===== src/rtl/rbg_pkg.sv =====
// rbg_pkg: shared types and constants for restricted_bag_gen.
// Holds the FSM state enum, the Galois LFSR tap-mask table indexed by
// LFSR width (16..32), and the head-bias comparison width PROB_SHIFT.
package rbg_pkg;

  typedef enum logic [1:0] {
    START = 2'd0,
    PICK  = 2'd1,
    EMIT  = 2'd2,
    TAIL  = 2'd3
  } rbg_state_e;

  // prob is a numerator in 64ths, so the head decision compares 6 LFSR bits.
  localparam int PROB_SHIFT = 6;

  localparam int LFSR_W_MIN = 16;
  localparam int LFSR_W_MAX = 32;

  // Right-shifting Galois tap masks for maximal-length sequences.
  localparam logic [31:0] LFSR_TAPS [LFSR_W_MIN:LFSR_W_MAX] = '{
    32'h0000B400,  // 16
    32'h00012000,  // 17
    32'h00020400,  // 18
    32'h00072000,  // 19
    32'h00090000,  // 20
    32'h00140000,  // 21
    32'h00300000,  // 22
    32'h00420000,  // 23
    32'h00E10000,  // 24
    32'h01200000,  // 25
    32'h02000023,  // 26
    32'h04000013,  // 27
    32'h09000000,  // 28
    32'h14000000,  // 29
    32'h20000029,  // 30
    32'h48000000,  // 31
    32'h80200003   // 32
  };

endpackage


===== src/rtl/rbg_lfsr.sv =====
// rbg_lfsr: free-running right-shift Galois LFSR with synchronous seed load.
// Ports: clk/rst (async active-high, resets to 1), load_i + seed_i load a
// seed (all-zero seed is replaced by 1 so the register never locks up), lfsr_o state.
module rbg_lfsr
  import rbg_pkg::*;
#(
  parameter int W = 16
) (
  input  logic         clk,
  input  logic         rst,
  input  logic         load_i,
  input  logic [W-1:0] seed_i,
  output logic [W-1:0] lfsr_o
);

  localparam logic [W-1:0] TAPS = W'(LFSR_TAPS[W]);

  logic [W-1:0] lfsr_q, lfsr_d;

  always_comb begin
    lfsr_d = {1'b0, lfsr_q[W-1:1]} ^ (lfsr_q[0] ? TAPS : '0);
    if (load_i) begin
      lfsr_d = (seed_i == '0) ? W'(1) : seed_i;
    end
  end

  always_ff @(posedge clk or posedge rst) begin
    if (rst) lfsr_q <= W'(1);
    else     lfsr_q <= lfsr_d;
  end

  assign lfsr_o = lfsr_q;

endmodule


===== src/rtl/restricted_bag_gen.sv =====
// restricted_bag_gen: emits bags (permutations of 0..NUM_SYM-1) where one
// restricted symbol is either forced first (with probability prob/64) or held back
// to be the last symbol of the bag.
// Ports: clk, rst (async active-high); seedLoad/seed reseed the LFSR and restart;
// restrected/prob sampled once per bag; outValid/outReady handshake carrying
// outSym, with bagStart marking the first symbol of each bag.
// Option: define RESTRICTED_BAG_GEN_NOREPEAT_EN to keep the first picked symbol
// of a bag from repeating the last symbol delivered before it.
module restricted_bag_gen
  import rbg_pkg::*;
#(
  parameter  int NUM_SYM   = 4,
  parameter  int LFSR_W    = 16,
  parameter  int MAX_TRIES = 7,
  localparam int SYM_W     = (NUM_SYM > 2) ? $clog2(NUM_SYM) : 1
) (
  input  logic              clk,
  input  logic              rst,
  input  logic              seedLoad,
  input  logic [LFSR_W-1:0] seed,
  input  logic [SYM_W-1:0]  restrected,
  input  logic [2:0]        prob,
  input  logic              outReady,
  output logic              outValid,
  output logic [SYM_W-1:0]  outSym,
  output logic              bagStart
);

  localparam int TRY_W = $clog2(MAX_TRIES + 2);
  localparam logic [NUM_SYM-1:0] ALL_ONES = {NUM_SYM{1'b1}};

  rbg_state_e         state_q, state_d;
  logic [NUM_SYM-1:0] mask_q, mask_d;
  logic [SYM_W-1:0]   rsym_q, rsym_d;
  logic [SYM_W-1:0]   sym_q, sym_d;
  logic               head_q, head_d;
  logic               first_q, first_d;
  logic [TRY_W-1:0]   tries_q, tries_d;

  logic [LFSR_W-1:0]  lfsr;
  logic               unused_lfsr_hi;

  logic [NUM_SYM-1:0] rsym_oh, sym_oh, defer_oh;
  logic [NUM_SYM-1:0] base_elig, pick_elig, mask_after, rest_after;
  logic [SYM_W-1:0]   cand, low_sym;
  logic               cand_ok, xfer, head_now;

  rbg_lfsr #(.W(LFSR_W)) u_lfsr (
    .clk    (clk),
    .rst    (rst),
    .load_i (seedLoad),
    .seed_i (seed),
    .lfsr_o (lfsr)
  );

  assign unused_lfsr_hi = ^lfsr[LFSR_W-1:PROB_SHIFT];

  assign outValid = (state_q == EMIT) || (state_q == TAIL);
  assign outSym   = sym_q;
  assign bagStart = outValid && first_q;
  assign xfer     = outValid && outReady;

  always_comb begin
    rsym_oh = '0;
    sym_oh  = '0;
    for (int i = 0; i < NUM_SYM; i++) begin
      if (rsym_q == SYM_W'(i)) rsym_oh[i] = 1'b1;
      if (sym_q == SYM_W'(i))  sym_oh[i]  = 1'b1;
    end
  end

  // A headed bag has already delivered its restricted symbol, so nothing is held back.
  assign defer_oh   = head_q ? '0 : rsym_oh;
  assign base_elig  = mask_q & ~defer_oh;
  assign mask_after = mask_q & ~sym_oh;
  assign rest_after = mask_after & ~defer_oh;

`ifdef RESTRICTED_BAG_GEN_NOREPEAT_EN
  logic [SYM_W-1:0]   last_q;
  logic               last_vld_q;
  logic [NUM_SYM-1:0] last_oh, nr_elig;

  always_comb begin
    last_oh = '0;
    for (int i = 0; i < NUM_SYM; i++) begin
      if (last_q == SYM_W'(i)) last_oh[i] = 1'b1;
    end
  end

  // first_q is still set only during the first pick of a non-headed bag.
  // If the exclusion would leave nothing eligible, the plain set is used instead.
  assign nr_elig   = base_elig & ~last_oh;
  assign pick_elig = (first_q && last_vld_q && (nr_elig != '0)) ? nr_elig : base_elig;

  always_ff @(posedge clk or posedge rst) begin
    if (rst) begin
      last_q     <= '0;
      last_vld_q <= 1'b0;
    end else if (xfer) begin
      last_q     <= sym_q;
      last_vld_q <= 1'b1;
    end
  end
`else
  assign pick_elig = base_elig;
`endif

  assign cand     = lfsr[SYM_W-1:0];
  assign head_now = lfsr[PROB_SHIFT-1:0] < {3'b000, prob};

  // Candidate check plus lowest-eligible priority encoder for the fallback pick.
  always_comb begin
    cand_ok = 1'b0;
    low_sym = '0;
    for (int i = NUM_SYM - 1; i >= 0; i--) begin
      if (pick_elig[i]) low_sym = SYM_W'(i);
      if (pick_elig[i] && (cand == SYM_W'(i))) cand_ok = 1'b1;
    end
  end

  always_comb begin
    state_d = state_q;
    mask_d  = mask_q;
    rsym_d  = rsym_q;
    sym_d   = sym_q;
    head_d  = head_q;
    first_d = first_q;
    tries_d = tries_q;
    case (state_q)
      START: begin
        rsym_d  = restrected;
        head_d  = head_now;
        mask_d  = ALL_ONES;
        first_d = 1'b1;
        tries_d = '0;
        if (head_now) begin
          sym_d   = restrected;
          state_d = EMIT;
        end else begin
          state_d = PICK;
        end
      end
      PICK: begin
        if (cand_ok) begin
          sym_d   = cand;
          tries_d = '0;
          state_d = EMIT;
        end else if (tries_q == TRY_W'(MAX_TRIES)) begin
          sym_d   = low_sym;
          tries_d = '0;
          state_d = EMIT;
        end else begin
          tries_d = tries_q + 1'b1;
        end
      end
      EMIT, TAIL: begin
        if (xfer) begin
          mask_d  = mask_after;
          first_d = 1'b0;
          if (mask_after == '0) begin
            state_d = START;
          end else if (rest_after != '0) begin
            state_d = PICK;
          end else begin
            sym_d   = rsym_q;
            state_d = TAIL;
          end
        end
      end
      default: state_d = START;
    endcase
    // Reseeding wins over a simultaneous transfer; that symbol still counts as sent.
    if (seedLoad) begin
      state_d = START;
      mask_d  = ALL_ONES;
      first_d = 1'b0;
      tries_d = '0;
    end
  end

  always_ff @(posedge clk or posedge rst) begin
    if (rst) begin
      state_q <= START;
      mask_q  <= ALL_ONES;
      rsym_q  <= '0;
      sym_q   <= '0;
      head_q  <= 1'b0;
      first_q <= 1'b0;
      tries_q <= '0;
    end else begin
      state_q <= state_d;
      mask_q  <= mask_d;
      rsym_q  <= rsym_d;
      sym_q   <= sym_d;
      head_q  <= head_d;
      first_q <= first_d;
      tries_q <= tries_d;
    end
  end

endmodule


===== config.mk =====
export PLATFORM = sky130hd
export DESIGN_NAME = restricted_bag_gen
export DESIGN_NICKNAME = d
export VERILOG_FILES = /design/src/rtl/rbg_pkg.sv /design/src/rtl/rbg_lfsr.sv /design/src/rtl/restricted_bag_gen.sv
export SDC_FILE = /design/constraint.sdc
export NUM_CORES = 1
export LEC_CHECK = 0
export CORE_UTILIZATION = 45
export DETAILED_ROUTE_END_ITERATION = 10
export PLACE_DENSITY_LB_ADDON = 0.15
export RECOVER_POWER = 50
export REMOVE_ABC_BUFFERS = 1
export SYNTH_ARGS = -nofsm -noshare
export SYNTH_HDL_FRONTEND = slang
export SYNTH_SLANG_ARGS = --single-unit

===== constraint.sdc =====
create_clock -name clk -period 3.73 [get_ports clk]
set_input_delay 0.746 -clock clk [delete_from_list [all_inputs] [get_ports clk]]
set_output_delay 0.746 -clock clk [all_outputs]
set_load 0.02 [all_outputs]

==> impl_metrics.csv <==
group,metric,value,unit
run_status,status,"finished, final reports clean",
synth,synth-seq-cells,32,
cts,postCtsHoldBufs,0,
synth,synth_warnings,0,
cts,cts.sinks,32,
die,dieArea,4490,sq um
pwr,power.density,610,nW/um^2
global_route,antenna_found_initial,0,
pwr,total_power,1.38,mW
timing,post-route-period-util,71.9,%
drt,postRouteAntennaNets,0,
final_layout,areaGrowthSynthToFinish,18.9,%
global_route,grt_pass1_wl,6980,um
drt,vias,1538,
synth,synthTopCellsByArea,"dfrtp_1, mux2_2, dfstp_2",
cts,cts_tree,"done",
critical_path,worst-path-buf-inv,1,
final_layout,fin_nets,243,
final_layout,drive_gt1_share,18.5,%
pwr,peakVddDrop,0.000369,V
critical_path,cp_cell_sequence,"and2_1 > clkdlybuf4s50_1",
critical_path,cp_data_required_time,2.98,ns
timing,max_slew.worst_pin.slew,1.09,ns
global_route,grt_use_total,21.0,%
pwr,leakagePower,0.921,nW
synth,synthMostInstantiatedCell,"dfrtp_1",
timing,period_minus_slack,2.68,ns
synth,netlist-cell-type-count,48,
synth,ys_dominant_reg_cell,"dfrtp_1",
synth,syn_inst,194,
timing,rsz0062_at_grt,"no",
cts,clock_tree.root_cell,"clkbuf_8",
timing,hold_ws,0.486,ns
synth,syn-cell-area,1900,sq um
cts,cts_made_buffers,5,
critical_path,path_class,"reg2out",
global_route,first_global_vias,1526,
critical_path,start_kind,"flop",
placement,dp_hpwl,3010,um
die,die_w,67.0,um
timing,finalClockSkew,0.00711,ns
die,rows,23,
synth,synth_area_leader_cell,"dfrtp_1",
drt,drt_iter0_markers,87,
drt,drc,0,
drt,post_drt_via_cell_ratio,5.78,
cts,clkTransAtPathRegs,0.07,ns
die,die_y,67.0,um
critical_path,cp_max_fo,25,
die,initial_core_util,47.2,%
timing,setup_tns,0,ns
critical_path,critical_path.top_delay_family,"flip-flops",
cts,cts_buffer_depth,2,
die,coreArea,4030,sq um
synth,seq_area_frac_synth,42.4,%
min_path,hold_class,"reg2reg",
cts,cts_resized,0,
flow_run,maxCapViolCount,0,
cts,postCtsSetupBuffers,0,
drt,wl,4140,um
die,num_io_pins,29,
placement,place_congestion,0.828,
final_layout,n_antenna_cell,0,
synth,synth_top_cell_area_share,35.5,%
timing,finalHoldViolations,0,
timing,fmax,373,MHz
placement,port_buffers,28,
timing,slew_viol_final,0,
synth,synthTopCellsByCount,"dfrtp_1, mux2_2, nand2_1, a21oi_1, o21ai_0",
global_route,grt_max_degree,32,
cts,htreeDepth,2,
drt,wl_per_cell,15.6,um
global_route,grt_remaining_overflow,0,
synth,synth.avg_cell_area,9.81,sq um
critical_path,worst_ep_arrival_time,1.94,ns
critical_path,cp-end-kind,"output pin",
timing,slew_headroom,26.8,%
critical_path,critical-path-max-stage-delay,0.84,ns
synth,synth_edf_count,0,
synth,ys_async_sr_fraction,100,%
timing,setup_viol,0,
critical_path,slowest_stage,"dfrtp_1",
cts,clkLatencyLatePin,0.28,ns
drt,first_pass_iters,4,
==> registers in the layout, summed over array words and instances (netlist names) <==
name / flops
head_q: 1
tries_q: 4
u_lfsr.lfsr_o: 16
state_q: 2
rsym_q: 2
mask_q: 4
outSym: 2
first_q: 1
==> layout make-up <==
type | instances | area, sq um
fillers | 355 | 1770
multi-input cells | 136 | 980
flip-flops and latches | 32 | 807
repair buffers | 29 | 284
clock buffers | 5 | 68.8
well taps | 50 | 62.6
inverters | 11 | 41.3
clock inverters | 3 | 18.8
==> report_power, final <==
group / switching [mW] / internal [mW]
combinational: 0.242 / 0.295
sequential: 0.170 / 0.415
clock: 0.128 / 0.130
total: 0.540 / 0.840
==> routing by layer <==
metal,GRT usage (%),wire (um)
met1,25.8,1840
met2,35.0,1980
met3,5.14,247
met4,7.98,77
met5,0,0
==> cells by family (layout without fill, tap and decap cells) <==
| family | after synthesis | count (layout) | share of synthesized area (%) |
|---|---|---|---|
| buffers and inverters | 26 | 48 | 6.11 |
| muxes | 20 | 20 | 12.2 |
| DFF | 32 | 32 | 42.4 |
| adders and majority gates | 3 | 3 | 1.97 |
| AOI/OAI and AO/OA | 50 | 50 | 18.3 |
| and+or+nand+nor | 59 | 59 | 17.2 |
| xor gates and xnor gates | 4 | 4 | 1.84 |
==> path summary, 6_finish.rpt <==
| kind | end | slack [ns] | cells after the start | startpoint |
|---|---|---|---|---|
| max | bagStart | 1.05 | 2 | state_q[1] |
| min | u_lfsr.lfsr_o[14] | 0.49 | 1 | u_lfsr.lfsr_o[15] |
| max reg2reg | outSym[1] | 1.50 | 6 | rsym_q[0] |
| min reg2reg | u_lfsr.lfsr_o[14] | 0.49 | 1 | u_lfsr.lfsr_o[15] |
| max in group asynchronous | mask_q[2] | 1.79 | 3 | rst |
| min in group asynchronous | tries_q[3] | 1.18 | 2 | rst |
==> layout by cell type (no fill, tap or decap), drive strengths merged, types with 2 or more instances in the layout <==
| cell | count |
|---|---|
| o21ai | 12 |
| clkinv | 3 |
| a22oi | 4 |
| and2 | 2 |
| a32oi | 2 |
| a31oi | 2 |
| nor3 | 5 |
| or2 | 4 |
| mux2 | 16 |
| nor3b | 3 |
| mux2i | 4 |
| xnor2 | 3 |
| o22ai | 2 |
| a221oi | 3 |
| nand2b | 5 |
| nand2 | 13 |
| inv | 11 |
| nor2b | 4 |
| o31ai | 5 |
| dfrtp | 27 |
| clkdlybuf4s50 | 26 |
| nor2 | 11 |
| nor4 | 5 |
| dlygate4sd3 | 2 |
| clkbuf | 6 |
| a21oi | 12 |
| ha | 3 |
| dfstp | 5 |
| a221o | 2 |
==> metrics by stage <==
stage	cell area [sq um]	cells	utilization, %	setup WS, ns
CTS	2270	266	56.2	1.04
floorplan	1830	179	-	1.56
detailed placement	2180	258	54.1	0.972
global route	2260	266	56.1	0.956
global placement	2180	258	54.1	1.02
finish	2260	266	56.1	1.05
Power figures use the tool's default switching activity.
